### src/rtl/imem_pkg.sv
// Purpose: shared definitions for the instruction-memory loader and the memory it fills.
// Latency: n/a (types and constants only).
// Backpressure: n/a.
package imem_pkg;

  // Width of the frame length header and of the payload byte counter
  localparam int LEN_W = 16;

  // Capacity of the instruction array in bytes; also the largest legal payload
  localparam int MEM_BYTES_DEF = 1025;

  typedef enum logic [2:0] {
    st_idle,
    st_len_lo,
    st_len_hi,
    st_data,
    st_chk,
    st_done,
    st_err
  } state_t;

endpackage

### src/rtl/imem_loader.sv
// Purpose: receive a framed byte stream (len16 LSB-first, payload, checksum) and write it into imem.
// Latency: a payload byte accepted in cycle N is written (mem_we/mem_addr/mem_wdata) in cycle N+1.
// Backpressure: in_ready is state-decoded; in_valid gaps simply stall the frame without losing bytes.
module imem_loader
  import imem_pkg::*;
#(
  parameter int              ADDR_W    = 32,
  parameter int              MEM_BYTES = MEM_BYTES_DEF,
  parameter logic [ADDR_W-1:0] BASE_ADDR = '0
) (
  input  logic              clk,
  input  logic              rst_n,
  input  logic              start,
  input  logic              in_valid,
  input  logic [7:0]        in_data,
  output logic              in_ready,
  output logic              mem_we,
  output logic [ADDR_W-1:0] mem_addr,
  output logic [7:0]        mem_wdata,
  output logic              busy,
  output logic              done,
  output logic              err
);

  localparam logic [31:0] cap = 32'(MEM_BYTES);

  state_t           state;
  state_t           state_nx;
  logic [LEN_W-1:0] len;
  logic [LEN_W-1:0] cnt;
  logic [7:0]       sum;
  logic             xfer;
  logic [LEN_W-1:0] len_full;
  logic             too_big;
  logic             last;
  logic             can_start;

  assign xfer      = in_valid & in_ready;
  // Complete length as it will be once the high byte currently on the bus is taken
  assign len_full  = {in_data, len[7:0]};
  assign too_big   = {16'd0, len_full} > cap;
  assign last      = (cnt == len - 16'd1);
  assign can_start = (state == st_idle) || (state == st_done) || (state == st_err);

  // State register
  always_ff @(posedge clk) begin
    if (!rst_n) state <= st_idle;
    else        state <= state_nx;
  end

  // Next-state decode: header, payload, checksum, then a resting state until the next start
  always_comb begin
    state_nx = state;
    case (state)
      st_idle, st_done, st_err: if (start) state_nx = st_len_lo;
      st_len_lo: if (xfer) state_nx = st_len_hi;
      st_len_hi: begin
        if (xfer) begin
          if (too_big)              state_nx = st_err;
          else if (len_full == '0)  state_nx = st_chk;
          else                      state_nx = st_data;
        end
      end
      st_data: if (xfer && last) state_nx = st_chk;
      st_chk: begin
        if (xfer) state_nx = (in_data == sum) ? st_done : st_err;
      end
      default: state_nx = st_idle;
    endcase
  end

  // Datapath: length capture, payload counter, running checksum and the registered write port
  always_ff @(posedge clk) begin
    if (!rst_n) begin
      len       <= '0;
      cnt       <= '0;
      sum       <= '0;
      mem_we    <= 1'b0;
      mem_addr  <= '0;
      mem_wdata <= '0;
    end else begin
      mem_we <= 1'b0;
      case (state)
        st_len_lo: if (xfer) len[7:0] <= in_data;
        st_len_hi: begin
          if (xfer) begin
            len[15:8] <= in_data;
            cnt       <= '0;
          end
        end
        st_data: begin
          if (xfer) begin
            mem_we    <= 1'b1;
            mem_addr  <= BASE_ADDR + ADDR_W'(cnt);
            mem_wdata <= in_data;
            sum       <= sum + in_data;
            cnt       <= cnt + 16'd1;
          end
        end
        default: if (can_start && start) sum <= '0;
      endcase
    end
  end

  // Status outputs are pure state decodes; done/err stay up until the next start leaves DONE/ERR
  always_comb begin
    in_ready = 1'b0;
    busy     = 1'b0;
    done     = 1'b0;
    err      = 1'b0;
    case (state)
      st_len_lo, st_len_hi, st_data, st_chk: begin
        in_ready = 1'b1;
        busy     = 1'b1;
      end
      st_done: done = 1'b1;
      st_err:  err  = 1'b1;
      default: ;
    endcase
  end

endmodule

### config.mk
export PLATFORM = sky130hd
export DESIGN_NAME = imem_loader
export DESIGN_NICKNAME = d
export VERILOG_FILES = /design/src/rtl/imem_pkg.sv /design/src/rtl/imem_loader.sv
export SDC_FILE = /design/constraint.sdc
export NUM_CORES = 1
export LEC_CHECK = 0
export ABC_AREA = 1
export BUFFER_PORTS_ARGS = -buffer_cell sky130_fd_sc_hd__buf_2
export CORE_MARGIN = 5
export CORE_UTILIZATION = 35
export CTS_CLUSTER_SIZE = 10
export DETAILED_ROUTE_END_ITERATION = 10
export PLACE_DENSITY = 0.63
export SETUP_SLACK_MARGIN = 0.1
export SLEW_MARGIN = 5
export SYNTH_ARGS = -nofsm -noshare
export SYNTH_HDL_FRONTEND = slang
export SYNTH_SLANG_ARGS = --single-unit
export TNS_END_PERCENT = 10
### constraint.sdc
create_clock -name clk -period 2.6 [get_ports clk]
set_clock_uncertainty 0.05 [all_clocks]
set_input_delay 0.65 -clock clk [delete_from_list [all_inputs] [get_ports clk]]
set_output_delay 0.65 -clock clk [all_outputs]
set_load 0.01 [all_outputs]
==> key figures, run 1 <==
GRT
  – Largest net degree at the start of global routing: between 40 and 50
  – Vias in the first global route: between 3k and 4k
  – Antenna violations before repair: 0
  – GRT Util Overall: around 16%
  – First-pass GRT wire length: 16400 µm
  – Remaining Overflow, GRT: 0

Clock network
  – Worst-Skew Late Latency: 0.36 ns
  – Num Clock Sinks: 68
  – Clk buf depth: 2
  – H-Tree Depth: 3
  – Post-CTS setup buffers: 0
  – Cts hold-fix bufs: 0
  – Clock transition at path regs: about 0.07 ns
  – Root buffer cell: clkbuf_8
  – CTS tree: built
  – Post-cts gate resize count: 0
  – Num CTS Buffers: 9

Critical path
  – CP startpoint: in_data[0]
  – Crit-path cells: buf_2, ha_1, fa_1, nand2_1, inv_1, o21ai_0, nand2_1, nand2_1, nand2_1, a21oi_1, nor2_1, nor2_1, nand2_1, a21oi_1
  – Slowest cell on crit path: fa_1
  – Crit path max-delay family: adder cells
  – Largest stage delay, worst path: 0.39 ns
  – Critical path peak fanout: 5
  – Buffers & Inverters on Critical Path: 2
  – CP required: roughly 2.8 ns
  – CP endpoint kind: flop
  – WP data arrival: around 2.4 ns
  – Worst flop-to-flop path startpoint: len[0]
  – CP most frequent cell: nand2_1
  – Worst Setup Path Type: input port to flop
  – Critical Path Source Type: input port

Power and ir drop
  – P_leak: around 2.1 nW
  – Int Pwr: approximately 2.4 mW
  – Clk network pwr share: 27.8%
  – Sw Share: 39.3%
  – PD cells: 896 mW/mm²
  – Maximum vdd drop: approximately 0.00030 V
  – Combinational power share: about 39%
  – Psw: approximately 1.5 mW
  – Reg power frac: about a third

Yosys
  – Ys async rst share: 0%
  – Top cell type's share of synthesized area: 35.5%
  – Syn Inst Count: 560
  – Number of synthesized flops with an enable pin: 0
  – Cell taking the most area after synthesis: dfxtp_1
  – Synthesized flop and latch total: slightly below 70
  – Cells taking the most area after synthesis: dfxtp_1 (36%), nand2_1 (11%), a21oi_1 (7.7%), o21ai_0 (7.6%), nor2_1 (6.7%)
  – Synth warn: 0
  – Dominant synthesized flop cell: dfxtp_1
  – Unique masters post-synth: 40
  – Most instantiated library cell after synthesis: nand2_1
  – Post-synthesis sequential area ratio: 35.5%
  – Synth Area per Inst: 6.84 µm²
  – Post-synth top cells: nand2_1 (111), dfxtp_1 (68), nor2_1 (68)
  – Mapped Area: ~0.0038 mm²

Route
  – Routed Antenna Nets: 0
  – DR vias: approximately 3.6k
  – Initial DRT Pass Iterations: 4
  – Post-Route WL: approximately 9700 µm
  – Routed len/inst: approximately 13 µm
  – Iteration-0 DRC Markers: 180
  – Detail-routed via count per cell: roughly 4.8
  – DR DRC count: 0

Placed design
  – Inst Count DP: between 700 and 800
  – GPL Wtd Cong: ~0.90
  – HPWL Detailed: 7250 µm
  – IO buf count: 40

STA
  – Slew Limit Fails: 0
  – Hold Violations, Final: 0
  – Tmin final: around 2.2 ns
  – Worst-Margin Slew: about 0.57 ns
  – Max-slew headroom: between 60% and 70%
  – Max Fclk: ~460 MHz
  – Final setup TNS: 0 ns
  – Final worst path period share: 83.8%
  – Unrepaired setup endpoints after global routing: false
  – Final number of setup-violating endpoints: 0

Floorplanning
  – Die width: about 110 µm
  – Initial Util: a little over a third
  – # IOs: 57
  – Die Area: roughly 0.013 mm²
  – Core Area: 0.0108 mm²
  – DIE HEIGHT: ~110 µm
  – # rows: 38

Hold path
  – Hold Startpoint: sum[6]
  – Hold Crit Class: flop to flop

Finish
  – Layout cell share with drive strength beyond 1: 14.5%
  – N_diodes: 0
  – Fin cells: around 750
  – Fin nets: slightly above 600
  – Area Overhead vs Synth: 14.0%

Outcome
  – Outcome: completed

Run
  – Max_cap viols: 0
## worst register-to-register path, stage by stage (launching register included)
cell and delay (ns):
dfxtp_1 0.36, inv_1 0.11, ha_1 0.26, nand2_2 0.14
nor2_4 0.20, nand2_1 0.07, nand3_1 0.10, nand2_1 0.06
nor2_1 0.11, nand2_1 0.06, nor2_1 0.09, nand2_1 0.09
nand2_2 0.12, nand3_1 0.08, nand2_1 0.06, nor2_1 0.04
## sequential cells by signal (all words and copies together) (netlist names)
| name | cells |
|---|---|
| mem_wdata | 8 |
| mem_we | 1 |
| len | 16 |
| cnt | 16 |
| sum | 8 |
| mem_addr | 16 |
| state | 3 |
## worst paths after layout
kind | cells after the start | to | slack, ns
worst max-delay path | 14 | sum[6] | 0.42
worst min register to register | 2 | sum[6] | 0.43
worst max register to register | 15 | state[1] | 0.49
worst min-delay path | 2 | sum[6] | 0.43
## per-layer routing
layer  wire length (µm)  global-route usage, %  vias up  part of all wire, %
li1                   -                      -     1869                    -
met1               4750                   21.0     1627                   49
met2               4310                   24.3       73                   44
met3                452                   2.96       18                  4.6
met4                221                   6.81        0                  2.3
met5                  0                      0        -                    0
## placed cells by master, fill, tap and decap left out, drive strengths merged, types with 4 or more instances in the layout
cell type / n
a21oi: 59
nand2: 116
nand3b: 4
nor2: 75
nor3: 11
clkbuf: 10
xor2: 11
xnor2: 5
inv: 60
dfxtp: 68
nand4: 4
buf: 45
o21ai: 58
nand3: 33
ha: 10
conb: 16
## logic make-up (layout without fill, tap and decap cells)
family	count (synthesis)	in the layout	synth area share, %
xor gates and xnor gates	16	16	3.66
other	1	16	0.0979
DFF	68	68	35.5
buffers and inverters	92	122	10.7
AOI/OAI and AO/OA	125	125	16.9
adders and majority gates	11	11	3.79
and+or+nand+nor	247	247	29.3
## layout make-up
cell class / count / area [µm²]
Fill cell: 1158 / 6420
Multi-Input combinational cell: 415 / 2120
Sequential cell: 68 / 1360
Timing Repair Buffer: 45 / 238
Inverter: 61 / 229
Tap cell: 140 / 175
Clock buffer: 10 / 138
Clock inverter: 6 / 111
## stage by stage
stage               worst slack [ns]  instance area, µm²  hold slack (ns)  power (mW)  utilization, %
finish                         0.421                4370            0.426        3.92            40.5
CTS                            0.418                4370            0.427        3.94            40.5
floorplan                      0.383                3890            0.399        2.50               -
global placement               0.123                4120            0.403        2.81            38.2
detailed placement            0.0708                4120            0.411        2.84            38.2
global route                   0.115                4370            0.453        4.27            40.5
## power by group through the flow
stage	Combinational [mW]	Clock (mW)	Sequential [mW]
floorplan	1.20	0	1.30
finish	1.53	1.09	1.29
global route	1.79	1.17	1.32
global placement	1.50	0	1.31
CTS	1.53	1.11	1.29
detailed placement	1.52	0	1.32
No activity file was read; power rests on OpenSTA's default activity.
==> run 2, diff against run 1 <==
- clock period: 2.6 -> 2.2 ns (I/O delays scaled with it)
==> key figures, run 2 (synthesized netlist as in run 1, its figures left out) <==
Clock network
  – Num Clock Sinks: approximately 70
  – CTS tree: built
  – H-Tree Depth: 3
  – Clock transition at path regs: ~0.070 ns
  – Clk buf depth: 2
  – Root buffer cell: clkbuf_8
  – Cts hold-fix bufs: 0
  – Worst-Skew Late Latency: between 0.3 and 0.4 ns
  – Num CTS Buffers: 9

Critical path
  – Critical path peak fanout: 5
  – WP data arrival: 1.43 ns
  – Buffers & Inverters on Critical Path: 2
  – Worst flop-to-flop path startpoint: state[1]
  – Reg2reg end: cnt[8]
  – CP required: 1.60 ns
  – Crit path max-delay family: flip-flops
  – Worst Setup Path Type: flop to primary output
  – CP endpoint kind: primary output
  – Register-to-Register Path Depth: 13
  – Critical Path Source Type: flop
  – Reg-to-reg setup timing slack: 0.26 ns
  – Largest stage delay, worst path: 0.43 ns
  – Crit-path cells: nand3_2, nand2_1, inv_1, nand3_1, buf_2
  – CP startpoint: state[1]
  – Crit. path cell count: 5
  – Slowest cell on crit path: dfxtp_1

GRT
  – Vias in the first global route: approximately 3.4k
  – Antenna violations before repair: 0
  – First-pass GRT wire length: 16300 µm
  – Remaining Overflow, GRT: 0
  – Largest net degree at the start of global routing: 47
  – GRT Util Overall: roughly 16%

Power and ir drop
  – P_leak: about 2.2 nW
  – Pwr Total: approximately 4.5 mW
  – PD cells: about 1000 mW/mm²
  – Maximum vdd drop: ~0.00036 V

Outcome
  – Outcome: completed

Finish
  – Post-layout util: between 40% and 50%
  – Layout cell share with drive strength beyond 1: a little under a fifth
  – Fin cells: 758
  – Fin nets: between 600 and 700
  – N_diodes: 0
  – Commonest non-fill, non-tap cell in the layout: nand2_1
  – Largest registers: cnt (16), len (16), mem_addr (16)
  – Commonest non-fill, non-tap cells in the layout: nand2_1 (111), nor2_1 (65), dfxtp_1 (65)
  – Final instance area: between 0.004 and 0.005 mm²
  – Fillers: roughly 1.1k
  – Area Overhead vs Synth: 16.3%

Route
  – Initial DRT Pass Iterations: 4
  – Post-Route WL: 10000 µm
  – Routed len/inst: around 13 µm
  – Routed Antenna Nets: 0
  – Iteration-0 DRC Markers: about 140
  – DR vias: ~3.7k
  – DR DRC count: 0
  – Detail-routed via count per cell: roughly 4.8

Placed design
  – Area after DPL: ~0.0042 mm²
  – IO buf count: 40
  – Inst Count DP: 744
  – GPL Wtd Cong: between 0.9 and 1
  – HPWL Detailed: approximately 7400 µm
  – Pre-CTS setup slack: -0.131 ns

Floorplanning
  – Die width: about 110 µm
  – DIE HEIGHT: around 110 µm
  – # rows: 38
  – Die Area: 0.0131 mm²
  – # IOs: 57
  – Core Area: 0.0108 mm²
  – Initial Util: between 30% and 40%

STA
  – Max Fclk: approximately 500 MHz
  – Tmin final: a little over 2 ns
  – Slew Limit Fails: 0
  – Final worst path period share: a little over 90%
  – Final number of setup-violating endpoints: 0
  – Unrepaired setup endpoints after global routing: true
  – Hold Violations, Final: 0
  – Final setup margin: 0.172 ns
  – Hold_ws: just over 0.4 ns
  – Final setup TNS: 0 ns

Hold path
  – WHS Endpoint: mem_addr[0]
  – Hold path depth: 2
  – Hold Crit Class: flop to flop
  – Hold Startpoint: mem_addr[0]

Run
  – Max_cap viols: 0
[run 2: worst max path at each step]
stage	to	slack, ns
5_1_grt	state[2]	0.06
4_1_cts	busy	0.1
2_1_floorplan	sum[6]	0.13
3_3_place_gp	sum[6]	-0.1
3_5_place_dp	sum[6]	-0.13
6_report	busy	0.17
[run 2: where the power goes]
group	internal, mW	switching, mW
logic	0.741	1.21
registers	1.38	0.143
clock network	0.531	0.476
[run 2: final cells by class]
cell class              count  area [µm²]  area share, %
clock buffers              10         138           3.09
clock inverters             3        40.0          0.898
inverters                  61         229           5.14
multi-input cells         415        2150           48.3
flip-flops and latches     68        1370           30.6
well taps                 140         175           3.93
repair buffers             61         358           8.03
[run 2: routing by layer]
layer  track usage (%)  part of all wire (%)
met1              21.3                    49
met2              24.0                    44
met3              2.85                   4.6
met4              6.89                   1.9
met5                 0                     0
[run 2: tightest hold or removal path: stages (launching register included)]
cell     delay, ns
dfxtp_1       0.31
nand2_1       0.06
a21oi_1       0.05
[run 2: what timing repair did]
item                                    4_1_cts  5_1_grt
endpoints found under the hold margin         0        0
pin swaps                                     0        2
endpoints found under the setup margin        5        8
setup buffers                                 0        1
gates resized for setup                       1       13
